**src/rtl/adder_axil_pkg.sv**
```systemverilog
// Shared definitions for the two-requester AXI-Lite master in front of the adder slave.
// Holds the FSM state encoding, requester count and the OKAY response code.
package adder_axil_pkg;

  localparam int   NUM_REQ   = 2;
  localparam logic RESP_OKAY = 1'b0;

  typedef enum logic [2:0] {
    IDLE    = 3'd0,
    WR_ADDR = 3'd1,
    WR_RESP = 3'd2,
    RD_ADDR = 3'd3,
    RD_DATA = 3'd4,
    DONE    = 3'd5
  } state_t;

endpackage

```
**src/rtl/rr_arbiter_2.sv**
```systemverilog
// Two-way round-robin arbiter: combinational grant from the request vector and a
// registered priority pointer that moves to the other requester when a transaction retires.
module rr_arbiter_2
  import adder_axil_pkg::*;
(
  input  logic               clk,
  input  logic               rst,
  input  logic [NUM_REQ-1:0] req,
  input  logic               update,
  input  logic               last_grant,
  output logic               grant,
  output logic               grant_valid
);

  logic ptr;

  // The pointer's requester wins if it is asking; otherwise the other one gets it.
  always_comb begin
    grant_valid = |req;
    grant       = req[ptr] ? ptr : ~ptr;
  end

  always_ff @(posedge clk or posedge rst) begin
    if (rst) begin
      ptr <= 1'b0;
    end else if (update) begin
      ptr <= ~last_grant;
    end
  end

endmodule

```
**src/rtl/adder_axil_arbiter.sv**
```systemverilog
// AXI-Lite master sharing the adder slave between two req/ack command sources.
// One single-beat transaction in flight; every output comes straight from a flop.
module adder_axil_arbiter
  import adder_axil_pkg::*;
#(
  parameter int DATA_WIDTH = 32,
  parameter int ADDR_WIDTH = 8
) (
  input  logic                          m1_axi_aclk,
  input  logic                          m1_axi_areset,
  input  logic [NUM_REQ-1:0]            req,
  input  logic [NUM_REQ-1:0]            req_we,
  input  logic [NUM_REQ*ADDR_WIDTH-1:0] req_addr,
  input  logic [NUM_REQ*DATA_WIDTH-1:0] req_wdata,
  output logic [NUM_REQ-1:0]            ack,
  output logic [DATA_WIDTH-1:0]         rsp_rdata,
  output logic                          rsp_err,
  output logic [ADDR_WIDTH-1:0]         m1_axi_awaddr,
  output logic                          m1_axi_awvalid,
  input  logic                          m1_axi_awready,
  output logic [DATA_WIDTH-1:0]         m1_axi_wdata,
  output logic [DATA_WIDTH/8-1:0]       m1_axi_wstrb,
  output logic                          m1_axi_wvalid,
  input  logic                          m1_axi_wready,
  input  logic                          m1_axi_bresp,
  input  logic                          m1_axi_bvalid,
  output logic                          m1_axi_bready,
  output logic [ADDR_WIDTH-1:0]         m1_axi_araddr,
  output logic                          m1_axi_arvalid,
  input  logic                          m1_axi_arready,
  input  logic [DATA_WIDTH-1:0]         m1_axi_rdata,
  input  logic                          m1_axi_rresp,
  input  logic                          m1_axi_rvalid,
  output logic                          m1_axi_rready
);

  state_t state, state_d;
  logic   grant_q, grant_d;
  logic   arb_grant, arb_any;
  logic   sel_we;
  logic   aw_ok, w_ok;

  logic [ADDR_WIDTH-1:0] sel_addr, awaddr_d, araddr_d;
  logic [DATA_WIDTH-1:0] sel_wdata, wdata_d, rsp_rdata_d;
  logic [NUM_REQ-1:0]    ack_d;
  logic awvalid_d, wvalid_d, bready_d, arvalid_d, rready_d, rsp_err_d;

  rr_arbiter_2 u_arb (
    .clk         (m1_axi_aclk),
    .rst         (m1_axi_areset),
    .req         (req),
    .update      (state == DONE),
    .last_grant  (grant_q),
    .grant       (arb_grant),
    .grant_valid (arb_any)
  );

  assign sel_we    = req_we[arb_grant];
  assign sel_addr  = arb_grant ? req_addr[ADDR_WIDTH +: ADDR_WIDTH] : req_addr[0 +: ADDR_WIDTH];
  assign sel_wdata = arb_grant ? req_wdata[DATA_WIDTH +: DATA_WIDTH] : req_wdata[0 +: DATA_WIDTH];

  // A write channel counts as finished once its valid has been retired by a handshake.
  assign aw_ok = ~m1_axi_awvalid | m1_axi_awready;
  assign w_ok  = ~m1_axi_wvalid  | m1_axi_wready;

  assign m1_axi_wstrb = '1;

  always_comb begin
    state_d     = state;
    grant_d     = grant_q;
    awaddr_d    = m1_axi_awaddr;
    araddr_d    = m1_axi_araddr;
    wdata_d     = m1_axi_wdata;
    awvalid_d   = m1_axi_awvalid;
    wvalid_d    = m1_axi_wvalid;
    bready_d    = m1_axi_bready;
    arvalid_d   = m1_axi_arvalid;
    rready_d    = m1_axi_rready;
    rsp_rdata_d = rsp_rdata;
    rsp_err_d   = rsp_err;
    ack_d       = '0;

    unique case (state)
      IDLE: begin
        if (arb_any) begin
          grant_d = arb_grant;
          if (sel_we) begin
            awaddr_d  = sel_addr;
            wdata_d   = sel_wdata;
            awvalid_d = 1'b1;
            wvalid_d  = 1'b1;
            state_d   = WR_ADDR;
          end else begin
            araddr_d  = sel_addr;
            arvalid_d = 1'b1;
            state_d   = RD_ADDR;
          end
        end
      end
      WR_ADDR: begin
        awvalid_d = m1_axi_awvalid & ~m1_axi_awready;
        wvalid_d  = m1_axi_wvalid  & ~m1_axi_wready;
        if (aw_ok && w_ok) begin
          bready_d = 1'b1;
          state_d  = WR_RESP;
        end
      end
      WR_RESP: begin
        if (m1_axi_bvalid) begin
          bready_d  = 1'b0;
          rsp_err_d = (m1_axi_bresp != RESP_OKAY);
          ack_d     = grant_q ? 2'b10 : 2'b01;
          state_d   = DONE;
        end
      end
      RD_ADDR: begin
        if (m1_axi_arready) begin
          arvalid_d = 1'b0;
          rready_d  = 1'b1;
          state_d   = RD_DATA;
        end
      end
      RD_DATA: begin
        if (m1_axi_rvalid) begin
          rready_d    = 1'b0;
          rsp_rdata_d = m1_axi_rdata;
          rsp_err_d   = (m1_axi_rresp != RESP_OKAY);
          ack_d       = grant_q ? 2'b10 : 2'b01;
          state_d     = DONE;
        end
      end
      // The ack pulse is already on the wire; the arbiter pointer moves this cycle.
      DONE: begin
        state_d = IDLE;
      end
      default: begin
        state_d = IDLE;
      end
    endcase
  end

  always_ff @(posedge m1_axi_aclk or posedge m1_axi_areset) begin
    if (m1_axi_areset) begin
      state          <= IDLE;
      grant_q        <= 1'b0;
      m1_axi_awaddr  <= '0;
      m1_axi_araddr  <= '0;
      m1_axi_wdata   <= '0;
      m1_axi_awvalid <= 1'b0;
      m1_axi_wvalid  <= 1'b0;
      m1_axi_bready  <= 1'b0;
      m1_axi_arvalid <= 1'b0;
      m1_axi_rready  <= 1'b0;
      rsp_rdata      <= '0;
      rsp_err        <= 1'b0;
      ack            <= '0;
    end else begin
      state          <= state_d;
      grant_q        <= grant_d;
      m1_axi_awaddr  <= awaddr_d;
      m1_axi_araddr  <= araddr_d;
      m1_axi_wdata   <= wdata_d;
      m1_axi_awvalid <= awvalid_d;
      m1_axi_wvalid  <= wvalid_d;
      m1_axi_bready  <= bready_d;
      m1_axi_arvalid <= arvalid_d;
      m1_axi_rready  <= rready_d;
      rsp_rdata      <= rsp_rdata_d;
      rsp_err        <= rsp_err_d;
      ack            <= ack_d;
    end
  end

endmodule

```
**config.mk**
```make
export PLATFORM = sky130hd
export DESIGN_NAME = adder_axil_arbiter
export DESIGN_NICKNAME = d
export VERILOG_FILES = /design/src/rtl/adder_axil_pkg.sv /design/src/rtl/rr_arbiter_2.sv /design/src/rtl/adder_axil_arbiter.sv
export SDC_FILE = /design/constraint.sdc
export NUM_CORES = 1
export LEC_CHECK = 0
export BUFFER_PORTS_ARGS = -buffer_cell sky130_fd_sc_hd__buf_2
export CORE_UTILIZATION = 25
export CTS_BUF_LIST = sky130_fd_sc_hd__clkbuf_4 sky130_fd_sc_hd__clkbuf_8
export DETAILED_ROUTE_END_ITERATION = 16
export GPL_TIMING_DRIVEN = 0
export SLEW_MARGIN = 20
export SYNTH_ARGS = -nofsm -noshare
export SYNTH_HDL_FRONTEND = slang
export SYNTH_SLANG_ARGS = --single-unit
```
**constraint.sdc**
```tcl
create_clock -name m1_axi_aclk -period 5.45 [get_ports m1_axi_aclk]
set_input_delay 0.8175 -clock m1_axi_aclk [delete_from_list [all_inputs] [get_ports m1_axi_aclk]]
set_output_delay 0.8175 -clock m1_axi_aclk [all_outputs]
set_load 0.01 [all_outputs]
```
==> results.py <==
metrics = {
    "grt": {
        "antenna_found_initial": 0,
        "grt_max_degree": 50,
        "grt_usage_pct": 11.8,
        "grt_pass1_wl_microns": 16100,
        "grt-ovfl-total": 0,
        "grt_pass1_vias": 3353,
    },
    "yosys": {
        "syn_inst": 289,
        "synth_area_sq_um": 4220,
        "synthArstFlopShare_pct": 100,
        "yosys_warnings": 0,
        "synth_cell_types": 36,
        "synth-seq-cells": 93,
        "synthFlopType": "dfrtp_1",
        "synth_edf_count": 0,
        "ys_seq_area_share_pct": 55.2,
        "avgSynthCellArea_sq_um": 14.6,
    },
    "layout": {
        "n_antenna_cell": 0,
        "nets": 641,
        "areaGrowthSynthToFinish_pct": 37.6,
        "drive_gt1_share_pct": 70.8,
    },
    "placed_design": {
        "gp_congestion": 0.788,
        "pre_cts_ws_ns": 2.92,
        "port_buffers": 212,
        "dp_hpwl_microns": 7680,
    },
    "drt": {
        "wl_per_cell_microns": 13.4,
        "num_vias": 3097,
        "wl_microns": 9920,
        "firstDrtPassIters": 4,
        "vias_per_cell": 4.19,
        "drc": 0,
        "drt_iter0_drc": 76,
        "ant_nets": 0,
    },
    "critical_path": {
        "critPathMaxFanout": 10,
        "ff2ff_setup_slack_ns": 3.35,
        "cp-end-kind": "flop",
        "reg2reg_from": "state[2]",
        "worst-path-buf-inv": 1,
        "timing.rr.end": "m1_axi_awaddr[3]",
        "crit_slowest_cell": "or4_4",
        "critical-path-max-stage-delay_ns": 0.61,
        "crit_arrival_ns": 2.35,
        "reg2reg_depth": 4,
        "cp_top_family": "simple AND/OR/NAND/NOR gates",
        "path_cells": "or4_4, a21oi_4, buf_6, mux2_2",
        "cp.required_ns": 5.70,
        "path_class": "flop to flop",
        "start_kind": "flop",
    },
    "timing": {
        "fin_crit_sh_pct": 38.5,
        "fin_hold_ws_ns": 0.454,
        "drv_slew": 0,
        "finalSetupViolCount": 0,
        "report.final.hold_viol_count": 0,
        "max_freq_mhz": 477,
        "rsz0062_at_grt": "false",
        "fin_worst_skew_ns": 0.0103,
        "fin_tns_setup_ns": 0,
        "fin_ws_ns": 3.35,
        "fin_crit_ns": 2.10,
    },
    "cts": {
        "cts_max_level": 3,
        "cts-root-buf": "clkbuf_8",
        "clockBufferDepth": 2,
        "cts.sinks": 93,
        "cts_resized": 0,
        "hold_buffers": 0,
        "postCtsSetupBuffers": 0,
        "clk_pin_slew_ns": 0.09,
        "cts_tree": "yes",
        "clock_latency_ns": 0.36,
        "cts_buffers": 9,
    },
    "power_and_ir_drop": {
        "p_total_mw": 3.09,
        "p_leak_nw": 2.85,
        "ir_drop_mv": 0.172,
        "powerDensity_nw_per_um2": 532,
    },
    "floorplan": {
        "start_util_pct": 25.5,
        "dieWidth_microns": 132,
        "io_pins": 217,
        "rows": 47,
        "die_area_sq_um": 17400,
        "die_y_microns": 132,
        "core_sq_um": 16500,
    },
    "flow_run": {
        "cap_violations": 0,
    },
    "status": {
        "outcome": "finished clean",
    },
    "hold_path": {
        "hold_class": "input port to asynchronous set/reset pin",
    },
}
flip-flops by register name, indices dropped and copies added, names as in the netlist:
| register | cells |
|---|---|
| m1_axi_wdata | 32 |
| grant_q | 1 |
| m1_axi_bready | 1 |
| m1_axi_awaddr | 8 |
| state | 3 |
| m1_axi_araddr | 8 |
| rsp_rdata | 32 |
| u_arb.ptr | 1 |
| m1_axi_arvalid | 1 |
| ack | 2 |
| rsp_err | 1 |
| m1_axi_rready | 1 |
| m1_axi_awvalid | 1 |
| m1_axi_wvalid | 1 |
metal layers:
layer / up-vias / share of wire, % / GRT usage, %
li1: 1471 / - / -
met1: 1475 / 40 / 12.9
met2: 135 / 50 / 20.4
met3: 16 / 7.8 / 3.81
met4: 0 / 2.2 / 6.20
met5: - / 0 / 0
cells in the mapped netlist, types with 2 or more instances:
master / n / area (sq um)
mux2_2: 111 / 1250
dfrtp_1: 93 / 2330
buf_6: 9 / 101
nand2_1: 8 / 30.0
inv_1: 6 / 22.5
mux2_1: 6 / 67.6
mux2_4: 5 / 75.1
o21ai_0: 5 / 25.0
buf_2: 4 / 20.0
buf_4: 4 / 30.0
a21oi_1: 3 / 15.0
nand3_1: 3 / 15.0
nor2_1: 3 / 11.3
a21o_1: 2 / 15.0
and2_1: 2 / 12.5
clkbuf_1: 2 / 7.51
nor2b_1: 2 / 12.5
o211ai_1: 2 / 15.0
or3_1: 2 / 12.5
layout by cell type (no fill, tap or decap), types with 2 or more instances in the layout:
| cell type | count |
|---|---|
| a21o_1 | 2 |
| a21oi_1 | 3 |
| and2_1 | 2 |
| buf_2 | 216 |
| buf_4 | 4 |
| buf_6 | 9 |
| clkbuf_1 | 2 |
| clkbuf_4 | 3 |
| clkbuf_8 | 11 |
| conb_1 | 4 |
| dfrtp_1 | 93 |
| inv_1 | 5 |
| mux2_1 | 6 |
| mux2_2 | 111 |
| mux2_4 | 5 |
| nand2_1 | 8 |
| nand3_1 | 3 |
| nor2_1 | 3 |
| nor2b_1 | 2 |
| o211ai_1 | 2 |
| o21ai_0 | 5 |
| or3_1 | 2 |
report_power, final:
group,internal (mW),switching [mW]
combinational,0.756,0.635
clock,0.251,0.234
sequential,1.03,0.177
total,2.04,1.05
cells by family after synthesis:
logic type | Yosys count | share of synthesized area (%)
and+or+nand+nor | 28 | 4.00
AOI/OAI and AO/OA | 19 | 3.17
muxes | 123 | 33.3
DFF | 93 | 55.2
buffers and inverters | 25 | 4.30
other | 1 | 0.0889
worst max path at each step:
stage,startpoint,to,slack (ns),depth (start not counted)
2_1_floorplan,m1_axi_areset,ack[0],2.21,1
3_3_place_gp,m1_axi_areset,m1_axi_wdata[30],1.16,2
3_5_place_dp,req[0],m1_axi_awaddr[3],2.92,6
4_1_cts,state[2],m1_axi_awaddr[3],3.29,4
5_1_grt,state[2],m1_axi_wdata[0],3.25,4
6_report,state[2],m1_axi_awaddr[3],3.35,4
metrics by stage:
stage / instances / cell area (sq um) / util [%]
finish: 740 / 5800 / 35.1
global route: 740 / 5800 / 35.1
CTS: 740 / 5800 / 35.1
detailed placement: 725 / 5600 / 33.9
global placement: 724 / 5570 / 33.7
floorplan: 292 / 4230 / -
area by class of cell:
cell class                 instances  area [sq um]
fill                            1665         10700
sequential                        93          2330
multi-input combinational        174          1720
timing repair buffer             213          1090
tap                              220           275
clock buffer                      14           174
buffer                            19           159
clock inverter                     1          30.0
inverter                           6          27.5
worst reg2reg max path: cells and delay by family (launching register included):
family | cells | cell delay (ns)
buffers and inverters | 1 | 0.23
multiplexers | 1 | 0.36
AND/OR/NAND/NOR | 1 | 0.61
AO/OA/AOI/OAI | 1 | 0.32
flip-flops | 1 | 0.48
Power figures use the tool's default switching activity.
